`src/rtl/reg_bank8_pkg.sv`:
```
// Shared constants and FSM state type for the register bank and its downstream
// 8:1 operand selector.
package reg_bank8_pkg;
   localparam int NREGS     = 8;
   localparam int AW        = 3;
   localparam int WIDTH_DEF = 8;

   typedef enum logic {
      IDLE  = 1'b0,
      CLEAR = 1'b1
   } state_t;
endpackage

```
`src/rtl/reg_bank8.sv`:
```
// Eight-entry register bank with one synchronous write port and an eight-cycle
// sequenced clear, feeding the operand selector's in0..in7 directly.
module reg_bank8
   import reg_bank8_pkg::*;
#(
   parameter int WIDTH = WIDTH_DEF
) (
   input  logic             clk,
   input  logic             rst,
   input  logic             we,
   input  logic [AW-1:0]    waddr,
   input  logic [WIDTH-1:0] wdata,
   input  logic             clr_req,
   output logic             busy,
   output logic             clr_done,
   output logic [WIDTH-1:0] q0,
   output logic [WIDTH-1:0] q1,
   output logic [WIDTH-1:0] q2,
   output logic [WIDTH-1:0] q3,
   output logic [WIDTH-1:0] q4,
   output logic [WIDTH-1:0] q5,
   output logic [WIDTH-1:0] q6,
   output logic [WIDTH-1:0] q7
);
   state_t           r_state;
   logic [AW-1:0]    r_cnt;
   logic             r_clr_done;
   logic [WIDTH-1:0] r_regs [NREGS];
   logic             w_clear;

   assign w_clear = (r_state == CLEAR);

   always_ff @(posedge clk) begin
      if (rst) begin
         r_state    <= IDLE;
         r_cnt      <= '0;
         r_clr_done <= 1'b0;
      end else begin
         r_clr_done <= 1'b0;
         case (r_state)
            IDLE: begin
               if (clr_req) begin
                  r_state <= CLEAR;
                  r_cnt   <= '0;
               end
            end
            CLEAR: begin
               // Last slot: hand back to IDLE and flag completion next cycle.
               if (r_cnt == AW'(NREGS - 1)) begin
                  r_state    <= IDLE;
                  r_cnt      <= '0;
                  r_clr_done <= 1'b1;
               end else begin
                  r_cnt <= r_cnt + AW'(1);
               end
            end
            default: r_state <= IDLE;
         endcase
      end
   end

   // Writes are only honoured in IDLE; during a sweep each register waits for its slot.
   generate
      for (genvar gi = 0; gi < NREGS; gi++) begin : g_reg
         always_ff @(posedge clk) begin
            if (rst) begin
               r_regs[gi] <= '0;
            end else if (w_clear) begin
               if (r_cnt == AW'(gi)) begin
                  r_regs[gi] <= '0;
               end
            end else if (we && (waddr == AW'(gi))) begin
               r_regs[gi] <= wdata;
            end
         end
      end
   endgenerate

   assign busy     = w_clear;
   assign clr_done = r_clr_done;
   assign q0       = r_regs[0];
   assign q1       = r_regs[1];
   assign q2       = r_regs[2];
   assign q3       = r_regs[3];
   assign q4       = r_regs[4];
   assign q5       = r_regs[5];
   assign q6       = r_regs[6];
   assign q7       = r_regs[7];
endmodule

```
`config.mk`:
```
export PLATFORM = sky130hd
export DESIGN_NAME = reg_bank8
export DESIGN_NICKNAME = d
export VERILOG_FILES = /design/src/rtl/reg_bank8_pkg.sv /design/src/rtl/reg_bank8.sv
export SDC_FILE = /design/constraint.sdc
export NUM_CORES = 1
export LEC_CHECK = 0
export CORE_ASPECT_RATIO = 1.25
export CORE_UTILIZATION = 30
export CTS_BUF_LIST = sky130_fd_sc_hd__clkbuf_8
export DETAILED_ROUTE_END_ITERATION = 12
export SYNTH_ARGS = -nofsm -noshare
export SYNTH_HDL_FRONTEND = slang
export SYNTH_SLANG_ARGS = --single-unit
export TNS_END_PERCENT = 100
```
`constraint.sdc`:
```
create_clock -name clk -period 2.1 [get_ports clk]
set_input_delay 0.42 -clock clk [delete_from_list [all_inputs] [get_ports clk]]
set_output_delay 0.42 -clock clk [all_outputs]
set_load 0.03 [all_outputs]
```
Word-level counts from Yosys, hierarchy flattened
Memory sizes are Yosys's and may differ from the RTL's.
Index checks and enable logic that the tools add are counted.
{"block": "classes", "add_sub_neg": 1, "eq_ne": 15, "muxes": 88, "n_bitwise": 17, "reduce_logical": 10}
{"cell": "8-bit 2-to-1 mux", "n": 16}
{"cell": "1-bit 2-to-1 mux", "n": 68}
{"cell": "3-bit == test, second input constant", "n": 8}
{"cell": "1-bit OR", "n": 16}
{"cell": "3-bit by 2-bit == test with 1-bit output, second input constant", "n": 4}
{"cell": "1-bit logical AND", "n": 8}
{"cell": "3-bit by 1-bit == test with 1-bit output, second input constant", "n": 2}
{"cell": "3-bit zero test", "n": 2}
{"cell": "3-bit 2-to-1 mux", "n": 2}
{"cell": "3-bit case mux with 2 select lines", "n": 1}
{"cell": "3-bit by 1-bit adder with 3-bit output, second input constant", "n": 1}
{"cell": "2-bit inequality test, second input constant", "n": 1}
{"cell": "1-bit case mux with 2 select lines", "n": 1}
{"cell": "1-bit inverter", "n": 1}
{"block": "totals", "reg_bits": 5, "mem_bits_rw": 64, "inputBits": 15, "out_inout_bits": 66, "mem_count": 1}
{"memory": "r_regs", "depth": 8, "width": 8, "rd": 8, "rd_ports_with_merged_regs": 0, "write_ports": 8, "line": "reg_bank8.sv:28", "text": "logic [WIDTH-1:0] r_regs [NREGS];"}

Longest topological paths before layout
Gate-level depths: netlist of the first run.
{"block": "logic_depth", "depth_word": 7, "depth_mapped": 5, "mapped_depth_nobuf": 4}

Least setup slack after synthesis of the first run
Ideal clock, no wire load.
{"block": "synth_timing", "path_kind": "reg2reg", "startpoint": "reg r_state, in the netlist busy", "endpoint": "mem r_regs[1][0] in the netlist's numbering (enable)", "setup_time_ns": 0.404, "arrival_time_ns": 1.886, "slack_ns": -0.190, "path_stages_with_launch": 4, "n_path_buf": 2, "period_less_slack_ns": 2.290, "path_cell_list": "dfxtp_1 > buf_6 > clkbuf_1 > o311ai_0"}
{"element": "start: declaration", "line": "reg_bank8.sv:25", "text": "state_t r_state;"}
{"element": "start signal: assignment", "line": "reg_bank8.sv:35", "text": "r_state <= IDLE;"}
{"element": "start signal: assignment", "line": "reg_bank8.sv:43", "text": "r_state <= CLEAR;"}
{"element": "start signal: assignment", "line": "reg_bank8.sv:50", "text": "r_state <= IDLE;"}
{"element": "end: declaration", "line": "reg_bank8.sv:28"}

Worst setup path after layout of the first run
{"block": "layout_timing", "startpoint": "reg r_state, in the netlist busy", "endpoint": "out busy"}
{"element": "end: declaration", "line": "reg_bank8.sv:14", "text": "output logic busy,"}
No word-level cell between the ends.

==> results by group, run 1 <==
Power
  – P_int: 2.28 mW
  – Leakage: 1.34 nW
  – Switching share of total power: 26.0%
  – PD cells: 767 nW/um2
  – Logic pwr share: 14.5%
  – Tot Pwr: 3.08 mW
  – Max rail drop VDD: 0.310 mV
  – Share of power burned in registers: 51.7%
  – Clock power frac: 33.7%
  – Sw Pwr: 801 uW

CTS
  – PostCTS Resize Cnt: 0
  – Clock transition at the registers of the reported paths: 70 ps
  – Setup repair bufs after CTS: 0
  – CTS root buf: clkbuf_8
  – Later-pin clock latency in the skew report: 340 ps
  – CTS tree: built
  – Hold_buf cts: 0
  – Total CTS buffers: 9
  – # H-tree levels: 3
  – Buffer depth of the longest clock path: 2
  – CTS Sinks: 69

STA
  – Post-route minimum period: 1990 ps
  – Crit share post-route: 94.7%
  – Final setup viols: 0
  – Setup TNS Final: 0 ps
  – Max-slew violations: 0
  – PnR worst setup slack: 111 ps
  – Worst-margin pin slew: 390 ps
  – Hold WS: 594 ps
  – RSZ-0062 raised after global routing: false
  – Slew HR: 73.8%
  – Fmax: 503 MHz
  – Hold Fails Final Rpt: 0
  – Clock Skew: 7.61 ps

Setup path
  – Crit path buf inv count: 1
  – WS Path Type: flip-flop to primary output
  – Element type at the critical path start: flip-flop
  – CP Cell Sequence: clkdlybuf4s50_1
  – R2R depth: 3
  – CP required: 1680 ps
  – Slowest CP cell: clkdlybuf4s50_1
  – Critical path peak fanout: 10
  – WP depth: 1
  – Top delay family on crit path: buffers and inverters
  – Max stage delay on crit path: 740 ps
  – CP Capture Type: primary output
  – Critical path arrival: 1570 ps

Job
  – Number of max-cap violations: 0

Drt
  – ANT nets after route: 0
  – DRC: 0
  – Total Routed Length: 6640 um
  – DR WL/cell: 15.6 um
  – Routed via count: 1,989
  – Via density: 4.68
  – Detailed Route Iter0 Violations: 109
  – First drt pass iteration count: 4

Global route
  – First-pass GRT wire length: 10000 um
  – Vias in the first global route: 1,948
  – Gr busiest metal: met2
  – Gr ovfl total: 0
  – Largest net degree at the start of global routing: 20
  – Met1 track demand over resource: 16.9%
  – GR Util met2: 22.8%
  – Overall routing resource usage: 13.9%
  – Met3 usage: 3.87%
  – Initial antenna violation count: 0

Yosys
  – Post-synth cell types: 24
  – Post-synth EDFFs: 64
  – Mapped Nets: 223
  – Register area share after synthesis: 71.0%
  – Yosys warns: 0
  – Synth top cells by count: edfxtp_1, nor3_1, buf_6
  – Synth area leaders: edfxtp_1, nor3_1, buf_6, dfxtp_1, ha_1
  – Cell count after synthesis: 202
  – Post-synth top flop: edfxtp_1
  – Post-synth top area share: 67.5%
  – Async set-reset flop share out of synthesis: 0%
  – Largest area contributor in the netlist: edfxtp_1
  – Number of synthesized register bits: 69
  – Mean Syn Cell Area: 14.1 um2
  – Post-Syn Area: 2850 um2
  – Most common cell in the synthesized netlist: edfxtp_1

Final layout
  – Fill cells: 886
  – Multi-input logic area: 648 um2
  – Final core utilization: 43.7%
  – Non-filler cells, final: 425
  – Antenna diodes: 0
  – Final #Nets: 318
  – P&R area growth vs syn: 40.8%
  – Layout cells sized above 1: 14.6%
  – Register area: 2020 um2
  – Design Area, Final: 4010 um2

Floorplan
  – CORE AREA: 9170 um2
  – Io pins: 81
  – Die Span Y: 111 um
  – Die Area: 9890 um2
  – Row Count: 39
  – Initial core utilization: 31.1%
  – Horiz. Die Dim: 89.2 um

Placement
  – I/O Buffers: 80
  – Dpl cell area: 3820 um2
  – Gpl congestion: 0.757
  – DP Wirelength: 4690 um
  – DP Cell Count: 409
  – Pre-CTS WS: 5.04 ps

Worst hold path
  – Worst Hold Class: flip-flop to flip-flop
  – Hold path cells: 2

Status
  – Status: complete, no violations
==> cell usage in the layout (no fill, tap or decap) <==
cell type / instances
or3_1: 1
nand2_1: 2
a31oi_1: 2
edfxtp_1: 64
inv_1: 5
a21oi_1: 5
dfxtp_1: 5
buf_4: 20
nand3_1: 2
or3b_2: 4
ha_1: 6
clkinv_4: 1
nand2b_1: 3
clkinv_1: 8
bufinv_16: 1
o21ai_1: 3
or3b_1: 2
nor3_2: 5
nor2_1: 1
clkinvlp_4: 2
nand3b_1: 5
nor3_1: 59
clkinv_2: 2
clkbuf_8: 9
o211ai_1: 4
clkdlybuf4s50_1: 80
o311ai_1: 1
==> power by group through the flow <==
stage	Sequential [mW]	Combinational [mW]	Clock, mW
after CTS	1.59	0.449	1.05
after detailed placement	1.62	0.448	0
after global routing	1.60	0.472	1.11
final	1.59	0.447	1.04
after global placement	1.63	0.442	0
after floorplan	1.75	0.125	0
==> path summary, 6_finish.rpt <==
| path | start | end | slack, ps |
|---|---|---|---|
| max | busy$_SDFF_PP0_ | busy | 110 |
| min | busy$_SDFF_PP0_ | r_cnt[1]$_SDFFE_PP0P_ | 590 |
| max reg2reg | busy$_SDFF_PP0_ | r_regs[0][7]$_SDFFCE_PN0P_ | 450 |
| min reg2reg | busy$_SDFF_PP0_ | r_cnt[1]$_SDFFE_PP0P_ | 590 |
==> final cells by class <==
cell class,count,share of cell area [%]
clock buffers,9,3.09
clock inverters,7,1.68
multi-input cells,105,16.2
flip-flops and latches,69,50.4
repair buffers,100,23.7
inverters,12,1.12
well taps,123,3.84
==> layer usage <==
metal	up-vias	routed length, um
li1	946	-
met1	964	2790
met2	65	3330
met3	14	363
met4	0	166
met5	-	0
==> logic make-up (layout without fill, tap and decap cells) <==
kind of cell	Yosys count	in the layout	synth area share, %
AOI/OAI and AO/OA	15	15	3.21
adders and majority gates	6	6	2.63
buffers and inverters	28	128	6.28
DFF	69	69	71.0
and+or+nand+nor	84	84	16.9
==> flip-flops by register name (all words and copies together), names as in the netlist <==
register / flops
clr_done: 1
busy: 1
r_regs: 64
r_cnt: 3
Power figures use the tool's default switching activity.
==> run 2, diff against run 1 <==
Settings changed: DONT_BUFFER_PORTS from default to 1.
==> run 2 against run 1 <==
Register-to-register slack improved by 60 ps. Non-clock buffer count fell by 84. Wire length fell by 3.3%. Core utilization fell by 9.2 points. Final area fell by 21%. Total power fell by 6.1%. Flip-flop and latch count did not move. Maximum frequency rose by 25%. Critical path depth rose by 3. Largest cell class unchanged. Largest power group unchanged.
==> results by group, run 2 (synthesis gave the netlist of run 1 again) <==
Setup path
  – WP depth: 4 (+3)
  – CP Capture Type: flip-flop
  – Worst r2r dst: r_regs[1][8]$_SDFFCE_PN0P_
  – Most used cell, CP: buf_4
  – WS Path Type: flip-flop to flip-flop
  – Critical path peak fanout: 14 (+4)
  – CP Cell Sequence: or3b_1 > buf_4 > o21ai_1 > buf_4
  – Top delay family on crit path: simple AND/OR/NAND/NOR gates
  – Worst r2r src: busy$_SDFF_PP0_
  – Max stage delay on crit path: 440 ps (-300 ps)
  – Crit path buf inv count: 2 (+1)
  – Reg2reg setup slack: 510 ps (+60 ps)
  – CP required: 2140 ps (+460 ps)
  – Critical path arrival: 1630 ps (+60 ps)
  – Slowest CP cell: or3b_1
  – Critical Path End: r_regs[1][8]$_SDFFCE_PN0P_
  – Worst setup path startpoint: busy$_SDFF_PP0_
  – Element type at the critical path start: flip-flop
  – R2R depth: 4 (+1)

CTS
  – CTS Sinks: 69 (unchanged)
  – PostCTS Resize Cnt: 0 (unchanged)
  – # H-tree levels: 3 (unchanged)
  – Setup repair bufs after CTS: 0 (unchanged)
  – Buffer depth of the longest clock path: 2 (unchanged)
  – Hold_buf cts: 0 (unchanged)
  – Total CTS buffers: 9 (unchanged)
  – Later-pin clock latency in the skew report: 340 ps (about the same)
  – CTS tree: built
  – Clock transition at the registers of the reported paths: 70 ps (about the same)
  – CTS root buf: clkbuf_8

Global route
  – Largest net degree at the start of global routing: 33 (+65%)
  – Overall routing resource usage: 14.0% (+0.072 points)
  – Gr ovfl total: 0 (unchanged)
  – Vias in the first global route: 1,619 (-17%)
  – First-pass GRT wire length: 9650 um (-3.5%)
  – Initial antenna violation count: 0 (unchanged)

Floorplan
  – Die Area: 9890 um2 (unchanged)
  – CORE AREA: 9170 um2 (unchanged)
  – Io pins: 81 (unchanged)
  – Horiz. Die Dim: 89.2 um (unchanged)
  – Die Span Y: 111 um (unchanged)
  – Row Count: 39 (unchanged)
  – Initial core utilization: 31.1% (unchanged)

Placement
  – DP Wirelength: 4470 um (-4.7%)
  – I/O Buffers: 0 (-100%)
  – Gpl congestion: 0.792 (+4.6%)
  – Dpl cell area: 2990 um2 (-22%)
  – DP Cell Count: 325 (-21%)

Final layout
  – Fill cells: 932 (+5.2%)
  – Layout cells sized above 1: 17.0% (+2.4 points)
  – Commonest non-fill, non-tap cell in the layout: edfxtp_1
  – Final #Nets: 234 (-26%)
  – Commonest non-fill, non-tap cells in the layout: edfxtp_1, nor3_1, buf_4
  – Non-filler cells, final: 341 (-20%)
  – Reg with most FFs: r_regs
  – Design Area, Final: 3170 um2 (-21%)
  – Antenna diodes: 0 (unchanged)
  – P&R area growth vs syn: 11.3%
  – Biggest registers after layout: r_regs: 64 flops, r_cnt: 3 flops
  – Max FFs per register: 64 (unchanged)

Worst hold path
  – Hold path cells: 1 (-1)
  – Worst Hold Class: primary input to flip-flop

STA
  – Max-slew violations: 0 (unchanged)
  – Post-route minimum period: 1590 ps (-403 ps)
  – Final setup viols: 0 (unchanged)
  – Clock Skew: 11.1 ps (+3.51 ps)
  – Fmax: 631 MHz (+25%)
  – RSZ-0062 raised after global routing: false
  – Slew HR: 70.9% (-2.9 points)
  – Setup TNS Final: 0 ps (unchanged)
  – Worst-margin pin slew: 433 ps (+43.0 ps)
  – Hold WS: 145 ps (-449 ps)
  – Hold Fails Final Rpt: 0 (unchanged)
  – Crit share post-route: 75.5% (-19 points)

Power
  – Share of power burned in registers: 59.7% (+8.0 points)
  – Leakage: 1.03 nW (-23%)
  – Logic pwr share: 5.9% (-8.6 points)
  – Sw Pwr: 743 uW (-7.2%)
  – P_int: 2.15 mW (-5.7%)
  – Clock power frac: 34.4% (+0.7 points)
  – Switching share of total power: 25.7% (-0.30 points)
  – PD cells: 911 nW/um2 (+19%)
  – Max rail drop VDD: 0.257 mV (-17%)

Drt
  – First drt pass iteration count: 4 (unchanged)
  – DRC: 0 (unchanged)
  – Detailed Route Iter0 Violations: 50 (-54%)
  – Via density: 4.74 (+1.4%)
  – ANT nets after route: 0 (unchanged)
  – DR WL/cell: 18.8 um (+21%)
  – Total Routed Length: 6420 um (-3.3%)
  – Routed via count: 1,618 (-19%)

Status
  – Status: complete, no violations

Job
  – Number of max-cap violations: 0 (unchanged)
==> run 2: worst min path at each step <==
stage	start	slack, ps	endpoint
6_report	rst	150	busy$_SDFF_PP0_
3_5_place_dp	rst	490	r_cnt[2]$_SDFFE_PP0P_
3_3_place_gp	rst	490	r_cnt[1]$_SDFFE_PP0P_
5_1_grt	rst	120	r_cnt[1]$_SDFFE_PP0P_
2_1_floorplan	r_cnt[0]$_SDFFE_PP0P_	570	r_cnt[0]$_SDFFE_PP0P_
4_1_cts	rst	120	r_cnt[2]$_SDFFE_PP0P_
==> run 2: routing by layer <==
| metal | vias to the layer above | wire [um] | track usage (%) |
|---|---|---|---|
| met4 | 0 | 173 | 6.77 |
| met2 | 62 | 3260 | 22.7 |
| met1 | 766 | 2580 | 15.5 |
| met3 | 13 | 406 | 5.81 |
| met5 | - | 0 | 0 |
| li1 | 777 | - | - |
==> run 2: final cells by class <==
type / count / area (um2) / share of cell area (%)
repair buffers: 16 / 120 / 3.79
clock buffers: 9 / 124 / 3.91
flip-flops and latches: 69 / 2020 / 63.7
multi-input cells: 105 / 648 / 20.4
inverters: 12 / 45.0 / 1.42
clock inverters: 7 / 58.8 / 1.85
well taps: 123 / 154 / 4.85
==> run 2: power by group through the flow <==
stage          logic, mW  registers (mW)  clock network (mW)
2_1_floorplan      0.125            1.75                   0
3_3_place_gp       0.168            1.76                   0
3_5_place_dp       0.172            1.76                   0
4_1_cts            0.172            1.73                1.03
5_1_grt            0.187            1.73                1.08
6_report           0.170            1.73               0.995
==> run 2: worst reg2reg max path: cells and delay by family, from the launching register on <==
family / cells / cell delay [ps]
compound gates: 1 / 120
simple gates: 1 / 440
flops: 1 / 340
buf+inv: 2 / 390
==> run 2: stage by stage <==
stage / power [mW] / utilization (%) / setup slack [ps]
floorplan: 1.87 / - / 139
global placement: 1.93 / 32.6 / 468
detailed placement: 1.93 / 32.6 / 458
CTS: 2.93 / 34.6 / 511
global route: 3.00 / 34.6 / 423
finish: 2.89 / 34.6 / 514
==> run 3, diff against run 2 <==
Clock period 2.1 ns to 1.56 ns, I/O delays scaled along.
==> run 3 against run 2 <==
Sequential share of layout area fell by 0.63 points. Count of clock-buffer cells in the layout did not move. Core utilization is 0.41 points higher. Sequential power up 34%. Setup slack worse by 430 ps. Global-route usage about the same. Critical path depth decreased by 1. Combinational power grew 44%. Wire length is 0.44% higher. Clock power grew 21%. Non-clock buffer count is 5 higher. Final area grew 1.2%.
==> results by group, run 3 (synthesis gave the netlist of run 1 again) <==
Setup path
  – CP Capture Type: flip-flop
  – WS Path Type: flip-flop to flip-flop
  – Element type at the critical path start: flip-flop
  – Critical path peak fanout: 8 (-6)
  – CP Cell Sequence: or3_1 > o211ai_1 > buf_4
  – CP required: 1610 ps (-530 ps)
  – Max stage delay on crit path: 410 ps (-30 ps)
  – Slowest CP cell: or3_1
  – Critical path arrival: 1530 ps (-100 ps)

CTS
  – Buffer depth of the longest clock path: 2 (unchanged)
  – CTS Sinks: 69 (unchanged)
  – # H-tree levels: 3 (unchanged)
  – Clock transition at the registers of the reported paths: 70 ps (about the same)
  – Total CTS buffers: 9 (unchanged)
  – Hold_buf cts: 0 (unchanged)
  – Setup repair bufs after CTS: 0 (unchanged)
  – CTS root buf: clkbuf_8
  – Later-pin clock latency in the skew report: 340 ps (about the same)
  – CTS tree: built

Final layout
  – Reg with most FFs: r_regs
  – Antenna diodes: 0 (unchanged)
  – Commonest non-fill, non-tap cell in the layout: edfxtp_1
  – Final #Nets: 239 (+2.1%)
  – Fill cells: 923 (-0.97%)
  – Non-filler cells, final: 346 (+1.5%)
  – Biggest registers after layout: r_regs: 64 flops, r_cnt: 3 flops
  – Commonest non-fill, non-tap cells in the layout: edfxtp_1, nor3_1, buf_4
  – Layout cells sized above 1: 21.1% (+4.1 points)
  – P&R area growth vs syn: 12.6%
  – Design Area, Final: 3210 um2 (+1.2%)
  – Max FFs per register: 64 (unchanged)

STA
  – Worst-margin pin slew: 400 ps (-33.2 ps)
  – Post-route minimum period: 1480 ps (-107 ps)
  – Fmax: 676 MHz (+7.2%)
  – Final setup viols: 0 (unchanged)
  – Hold Fails Final Rpt: 0 (unchanged)
  – Crit share post-route: 94.8% (+19 points)
  – Clock Skew: 6.59 ps (-4.53 ps)
  – RSZ-0062 raised after global routing: false
  – Slew HR: 73.2% (+2.2 points)
  – Max-slew violations: 0 (unchanged)

Drt
  – Detailed Route Iter0 Violations: 100 (+100%)
  – ANT nets after route: 0 (unchanged)
  – Via density: 4.85 (+2.2%)
  – Routed via count: 1,678 (+3.7%)
  – Total Routed Length: 6450 um (+0.44%)
  – First drt pass iteration count: 4 (unchanged)
  – DRC: 0 (unchanged)
  – DR WL/cell: 18.6 um (-1.0%)

Global route
  – Initial antenna violation count: 0 (unchanged)
  – First-pass GRT wire length: 9730 um (+0.79%)
  – Vias in the first global route: 1,689 (+4.3%)
  – Gr ovfl total: 0 (unchanged)
  – Overall routing resource usage: 14.0% (-0.044 points)
  – Largest net degree at the start of global routing: 17 (-48%)

Worst hold path
  – Worst Hold Class: primary input to flip-flop

Floorplan
  – Io pins: 81 (unchanged)
  – Horiz. Die Dim: 89.2 um (unchanged)
  – Row Count: 39 (unchanged)
  – Die Span Y: 111 um (unchanged)
  – Die Area: 9890 um2 (unchanged)
  – CORE AREA: 9170 um2 (unchanged)
  – Initial core utilization: 31.1% (unchanged)

Power
  – Tot Pwr: 3.77 mW (+30%)
  – Share of power burned in registers: 61.6% (+1.9 points)
  – PD cells: 1170 nW/um2 (+29%)
  – Max rail drop VDD: 0.342 mV (+33%)
  – Leakage: 1.05 nW (+2.0%)
  – Sw Pwr: 1.03 mW (+38%)
  – Logic pwr share: 6.5% (+0.6 points)
  – P_int: 2.74 mW (+28%)
  – Clock power frac: 31.9% (-2.5 points)
  – Switching share of total power: 27.3% (+1.6 points)

Job
  – Number of max-cap violations: 0 (unchanged)

Placement
  – I/O Buffers: 0 (unchanged)
  – DP Cell Count: 330 (+1.5%)
  – DP Wirelength: 4500 um (+0.85%)
  – Dpl cell area: 3050 um2 (+2.0%)
  – Gpl congestion: 0.775 (-2.1%)

Status
  – Status: complete, no violations
[run 3: cell types whose count changed in the layout (fill, tap and decap cells not counted)]
| cell | delta |
|---|---|
| buf_4 | +5 |
| clkinv_2 | +3 |
| clkinv_1 | -2 |
| bufinv_16 | -1 |
| clkinv_4 | -1 |
| clkinvlp_4 | +1 |
| dfxtp_1 | -1 |
| dfxtp_4 | +1 |
| o311ai_1 | -1 |
| o311ai_4 | +1 |
| or3b_1 | -1 |
| or3b_4 | +1 |
[run 3: what timing repair did]
action                                 CTS  global route
endpoints found under the hold margin    0             0
setup endpoints to repair                0            16
resized for setup                        0             1
[run 3: path summary, 6_finish.rpt]
kind,startpoint,end,slack (ps),cells after the start
max,busy$_SDFF_PP0_,r_regs[0][23]$_SDFFCE_PN0P_,80,3
min reg2reg,r_cnt[0]$_SDFFE_PP0P_,r_cnt[0]$_SDFFE_PP0P_,620,2
max reg2reg,busy$_SDFF_PP0_,r_regs[0][23]$_SDFFCE_PN0P_,80,3
min,rst,busy$_SDFF_PP0_,40,1
[run 3: worst max-delay path, delay by kind of cell (launching register included)]
kind                   cells  cell delay [ps]
flip-flops                 1              350
buffers and inverters      1              200
AO/OA/AOI/OAI              1              230
AND/OR/NAND/NOR            1              410
[run 3: power groups by stage]
stage | Clock (mW) | Combinational (mW) | Sequential [mW]
final | 1.20 | 0.245 | 2.32
after global placement | 0 | 0.240 | 2.36
after global routing | 1.30 | 0.267 | 2.33
after detailed placement | 0 | 0.244 | 2.37
after floorplan | 0 | 0.174 | 2.35
after CTS | 1.22 | 0.245 | 2.33
[run 3: through the flow]
step	TNS [ps]	hold slack (ps)	setup slack (ps)	utilization (%)
6_report	0	35.6	80.8	35.0
3_5_place_dp	0	381	45.3	33.2
2_1_floorplan	-13830	452	-289	-
5_1_grt	0	16.9	15.0	35.0
3_3_place_gp	0	374	72.9	33.2
4_1_cts	0	15.7	57.2	35.0
[run 3: layout make-up]
| class | instances | area, um2 | share of cell area [%] |
|---|---|---|---|
| flip-flops and latches | 69 | 2030 | 63.1 |
| multi-input cells | 105 | 668 | 20.8 |
| repair buffers | 21 | 158 | 4.91 |
| well taps | 123 | 154 | 4.80 |
| clock buffers | 9 | 124 | 3.86 |
| inverters | 12 | 45.0 | 1.40 |
| clock inverters | 7 | 35.0 | 1.09 |
[run 3: routing by layer]
| layer | up-vias | part of all wire (%) | GRT usage (%) |
|---|---|---|---|
| met2 | 59 | 51 | 22.8 |
| met1 | 815 | 39 | 15.0 |
| li1 | 792 | - | - |
| met5 | - | 0 | 0 |
| met3 | 12 | 6.9 | 5.81 |
| met4 | 0 | 3.0 | 7.41 |
